File: src/rtl/regfile_pc_pkg.sv
// Shared types and constants for the register file / PC block.
package regfile_pc_pkg;

  localparam int unsigned RegAddrW = 5;
  localparam int unsigned DataW    = 32;
  localparam int unsigned NumRegs  = 1 << RegAddrW;

  localparam logic [DataW-1:0] DefResetPc = 32'h0000_0000;
  localparam int unsigned      DefPcStep  = 4;

  typedef enum logic [2:0] {
    PhIf  = 3'd0,
    PhId  = 3'd1,
    PhEx  = 3'd2,
    PhMem = 3'd3,
    PhWb  = 3'd4
  } phase_e;

endpackage

File: src/rtl/regfile_2r1w.sv
// 32x32 register file: two async read ports, one sync write port, r0 tied to zero.
// Optional write-to-read bypass enabled by defining REGFILE_BYPASS_EN.
module regfile_2r1w
  import regfile_pc_pkg::*;
(
  input  logic                clk_i,
  input  logic                rst_ni,
  input  logic                we_i,
  input  logic [RegAddrW-1:0] waddr_i,
  input  logic [DataW-1:0]    wdata_i,
  input  logic [RegAddrW-1:0] raddr_a_i,
  input  logic [RegAddrW-1:0] raddr_b_i,
  output logic [DataW-1:0]    rdata_a_o,
  output logic [DataW-1:0]    rdata_b_o
);

  logic [DataW-1:0] mem_q [NumRegs];
  logic             wr_en;

  assign wr_en = we_i && (waddr_i != '0);

  always_ff @(posedge clk_i) begin
    if (!rst_ni) begin
      for (int i = 0; i < NumRegs; i++) begin
        mem_q[i] <= '0;
      end
    end else if (wr_en) begin
      mem_q[waddr_i] <= wdata_i;
    end
  end

  always_comb begin
    rdata_a_o = (raddr_a_i == '0) ? '0 : mem_q[raddr_a_i];
    rdata_b_o = (raddr_b_i == '0) ? '0 : mem_q[raddr_b_i];
`ifdef REGFILE_BYPASS_EN
    // Forward the in-flight write so decode sees it in the commit cycle.
    if (wr_en && (raddr_a_i == waddr_i)) rdata_a_o = wdata_i;
    if (wr_en && (raddr_b_i == waddr_i)) rdata_b_o = wdata_i;
`endif
  end

endmodule

File: src/rtl/regfile_pc.sv
// Architectural state: register file, PC and the five-phase instruction loop.
// Build option REGFILE_BYPASS_EN enables register write bypass on the read ports.
module regfile_pc
  import regfile_pc_pkg::*;
#(
  parameter logic [31:0] RESET_PC = DefResetPc,
  parameter int unsigned PC_STEP  = DefPcStep
) (
  input  logic        clk,
  input  logic        rst_n,
  input  logic        stall,
  input  logic        reg_update,
  input  logic [31:0] reg_new,
  input  logic [4:0]  rd_addr,
  input  logic        pc_update,
  input  logic [31:0] pc_new,
  input  logic [4:0]  rs_addr,
  input  logic [4:0]  rt_addr,
  output logic [31:0] rs_data,
  output logic [31:0] rt_data,
  output logic [31:0] pc,
  output logic [2:0]  phase,
  output logic        ir_load,
  output logic        commit
);

  phase_e      phase_q, phase_d;
  logic [31:0] pc_q, pc_d;
  logic        unused_pc_lsb;

  assign unused_pc_lsb = ^pc_new[1:0];

  always_ff @(posedge clk) begin
    if (!rst_n) begin
      phase_q <= PhIf;
    end else begin
      phase_q <= phase_d;
    end
  end

  always_comb begin
    phase_d = phase_q;
    case (phase_q)
      PhIf:    if (!stall) phase_d = PhId;
      PhId:    if (!stall) phase_d = PhEx;
      PhEx:    if (!stall) phase_d = PhMem;
      PhMem:   if (!stall) phase_d = PhWb;
      PhWb:    if (!stall) phase_d = PhIf;
      // Illegal codes recover to IF regardless of stall.
      default: phase_d = PhIf;
    endcase
  end

  always_comb begin
    phase   = phase_q;
    ir_load = (phase_q == PhIf) && !stall;
    commit  = (phase_q == PhWb) && !stall;
  end

  always_comb begin
    pc_d = pc_q;
    if (commit) begin
      pc_d = pc_update ? {pc_new[31:2], 2'b00} : pc_q + 32'(PC_STEP);
    end
  end

  always_ff @(posedge clk) begin
    if (!rst_n) begin
      pc_q <= RESET_PC;
    end else begin
      pc_q <= pc_d;
    end
  end

  assign pc = pc_q;

  regfile_2r1w u_regfile (
    .clk_i     (clk),
    .rst_ni    (rst_n),
    .we_i      (commit && reg_update),
    .waddr_i   (rd_addr),
    .wdata_i   (reg_new),
    .raddr_a_i (rs_addr),
    .raddr_b_i (rt_addr),
    .rdata_a_o (rs_data),
    .rdata_b_o (rt_data)
  );

endmodule

File: config.mk
export PLATFORM = sky130hd
export DESIGN_NAME = regfile_pc
export DESIGN_NICKNAME = d
export VERILOG_FILES = /design/src/rtl/regfile_pc_pkg.sv /design/src/rtl/regfile_2r1w.sv /design/src/rtl/regfile_pc.sv
export SDC_FILE = /design/constraint.sdc
export NUM_CORES = 2
export LEC_CHECK = 0
export ABC_AREA = 1
export ABC_CLOCK_PERIOD_IN_PS = 2550
export CAP_MARGIN = 20
export CORE_MARGIN = 4
export CORE_UTILIZATION = 55
export DETAILED_ROUTE_END_ITERATION = 12
export PLACE_DENSITY_LB_ADDON = 0.3
export SETUP_SLACK_MARGIN = 0.02
export SYNTH_ARGS = -nofsm -noshare
export SYNTH_HDL_FRONTEND = slang
export SYNTH_SLANG_ARGS = --single-unit
File: constraint.sdc
create_clock -name clk -period 2.55 [get_ports clk]
set_input_delay 0.3825 -clock clk [delete_from_list [all_inputs] [get_ports clk]]
set_output_delay 0.3825 -clock clk [all_outputs]
set_load 0.01 [all_outputs]
==> results.md <==
- First-pass GRT wire length: 339 mm
- Main synth FF type: edfxtp_1
- Top Family by Delay on Critical Path: simple AND/OR/NAND/NOR gates
- Leak: 29.6 nW
- R2r worst-path depth: 9
- WS Path Type: flip-flop to output port
- CTS buffer count: 112
- Total power: 43.2 mW
- Final setup fails: 3
- R2R Setup Slk: 160 ps
- Gpl congestion: 0.996
- Met2 routed WL: 100 mm
- Worst path max stage delay: 440 ps
- Ant. Diodes: 0
- Detailed Routing Iterations Pass 1: 9
- Cells after Synth: 7502
- Most used cell, CP: nand2_1
- Worst endpoint data arrival time: 2180 ps
- RSZ-0062 raised after global routing: yes
- Synth Cell Area: 58000 µm²
- Max-Slew Margin vs Limit: 51.0%
- Worst path depth: 9
- Largest net degree at the start of global routing: 77
- Post-synthesis sequential area ratio: 54.1%
- Max-cap viol count: 0
- CP max FO: 2
- Hold WS: 253 ps
- Initial core utilization: 55.7%
- Final hold vios: 0
- Vias in the first global route: 56400
- Iteration-0 DRC Markers: 10800
- Initial antenna violation count: 0
- Clock Pin Slew Worst Setup and Hold Paths: 60 ps
- Largest area contributor in the netlist: edfxtp_1
- Clock latency on the worst-skew pair: 720 ps
- Post-synth EDFFs: 1024
- Syn. warnings: 0
- Final worst path period share: 101%
- CP max stage cell: edfxtp_1
- Drt drc: 0
- Routed len/inst: 25.0 µm
- Routed wl met3: 37.8 mm
- Run status: finished with violations
- CTS root buffer: clkbuf_16
- WP buf/inv: 1
- Critical Path Sink: rs_data[14]
- Measured slew at the worst slew-check pin: 735 ps
- H-tree depth: 3
- # fillers: 7898
- Post-route ant nets: 0
- Die H: 333 µm
- Critical path endpoint category: output port
- Post-route setup slack: -14.9 ps
- Layout cells sized above 1: 16.0%
- CP Launch Type: flip-flop
- Failing checks: setup timing
- Hold-fix buffers at CTS: 0
- Reg-to-Reg End: u_regfile.mem_q[5][10]
- Async S/R FF share, synth: 0%
- Nets: 7923
- Total GRT Usage: 40.1%
- Final min period: 2560 ps
- Number of I/O pins: 185
- CTS max path bufs: 3
- Crit. Startpoint: u_regfile.mem_q[30][14]
- Highest routed layer: met4
- Max Clock Freq: 390 MHz
- DRT Wirelength: 233 mm
- Post-DP HPWL: 147 mm
- Post-synthesis cell type count: 29
- Worst path required time: 2170 ps
- PwrDens: 598 nW/µm²
- # clock sinks: 1057
- Min-delay worst type: input port to flip-flop
- Share of the synthesized area in the top cell type: 53.0%
- IO buf count: 180
- Core Region: 104000 µm²
- VDD IR max: 546 µV
- Mean post-synth cell area: 7.73 µm²
- CTS tree: built
- Die ar.: 111000 µm²
- Via count: 59600
- Area grow syn2layout: 24.5%
- Met1 wire length: 77.1 mm
- Grt ovf: 0
- Flops & latches, synth: 1057
- Max-slew violations: 0
- Row cnt: 118
- Reg-to-reg startpoint: phase[1]
- CP Cell Sequence: nand2_1 -> nand3_2 -> nand3_2 -> nand2_1 -> nand2_1 -> nand2_2 -> o21ai_4 -> nor2_4 -> buf_6
- Vias per cell: 6.39
- Top post-synthesis cells by area: edfxtp_1 53%, nand2_1 16%, nand3_1 11%
- Final clock skew: 28.4 ps
- Chip width: 333 µm
[sequential cells by signal, summed over array words and instances, names as in the netlist]
name             cells
pc                  30
phase                3
u_regfile.mem_q   1024
[cells by family (layout without fill, tap and decap cells)]
logic type | after synthesis | count (layout) | share of synthesized area (%)
adders and majority gates | 1 | 1 | 0.0216
DFF | 1057 | 1057 | 54.1
AOI/OAI and AO/OA | 608 | 608 | 5.31
and+or+nand+nor | 5074 | 5074 | 35.5
other | 1 | 34 | 0.00646
buffers and inverters | 761 | 1160 | 4.97
[metrics by stage]
stage / utilization (%) / TNS (ps) / worst slack (ps) / instance area, µm² / instances
after floorplan: - / -2410 / -75.2 / 58200 / 7535
after global placement: 64.2 / -39680 / -487 / 66800 / 9099
after detailed placement: 64.2 / -80480 / -480 / 66800 / 9099
after CTS: 68.6 / -27.2 / -20.6 / 71400 / 9314
after global routing: 69.4 / -175 / -31.1 / 72200 / 9314
final: 69.4 / -34.8 / -14.9 / 72200 / 9314
[synthesized netlist by cell type, drive strengths merged, types with 2 or more instances]
cell type  count
nand3       1220
dfxtp         33
clkbuf       578
nor3          15
o21bai         2
o31ai          4
a21oi        160
buf           75
o22ai         10
nand2       2405
edfxtp      1024
o21ai        429
nor2        1431
inv          107
[what timing repair did]
action,4_1_cts,5_1_grt
endpoints found under the setup margin,65,62
gates cloned,8,6
pin swaps,175,201
gates resized for setup,600,282
buffers inserted,13,6
[cell type report]
type,instances,area [µm²],area share (%)
clock buffer,149,3070,4.25
multi-input combinational,5717,25300,35.1
tap,1380,1730,2.39
sequential,1057,31400,43.5
clock inverter,61,494,0.684
inverter,108,463,0.641
timing repair buffer,842,9700,13.4
[per-layer routing]
metal	vias up	GRT usage, %
met1	27300	51.4
met4	0	26.3
li1	25500	-
met2	5537	59.9
met5	-	0
met3	1183	11.2
[tightest hold or removal path: cells and delay by family]
kind / cells / cell delay, ps
AND/OR/NAND/NOR: 1 / 60
AO/OA/AOI/OAI: 1 / 80
buffers and inverters: 1 / 390
[cell usage in the layout, fill, tap and decap left out, types with 95 or more instances in the layout]
master           count
a21oi_1            140
buf_12             191
buf_4              428
clkbuf_16          123
clkdlybuf4s50_1    104
edfxtp_1          1024
inv_1               95
nand2_1           2297
nand2_2            106
nand3_1           1175
nor2_1            1288
o21ai_0            253
o21ai_1            130
[worst min path at each step]
| stage | from | endpoint | slack [ps] | depth (start not counted) |
|---|---|---|---|---|
| 2_1_floorplan | pc[5] | pc[5] | 510 | 2 |
| 3_3_place_gp | pc[5] | pc[5] | 480 | 2 |
| 3_5_place_dp | pc[5] | pc[5] | 490 | 2 |
| 4_1_cts | pc_new[3] | pc[3] | 220 | 3 |
| 5_1_grt | pc_new[3] | pc[3] | 300 | 3 |
| 6_report | pc_new[3] | pc[3] | 250 | 3 |
[report_power, final]
group,leakage [nW],total [mW],internal (mW),switching (mW)
Combinational,17.1,6.96,2.48,4.48
Clock,1.75,16.3,9.20,7.05
Sequential,10.8,19.9,19.6,0.347
Power figures use the tool's default switching activity.
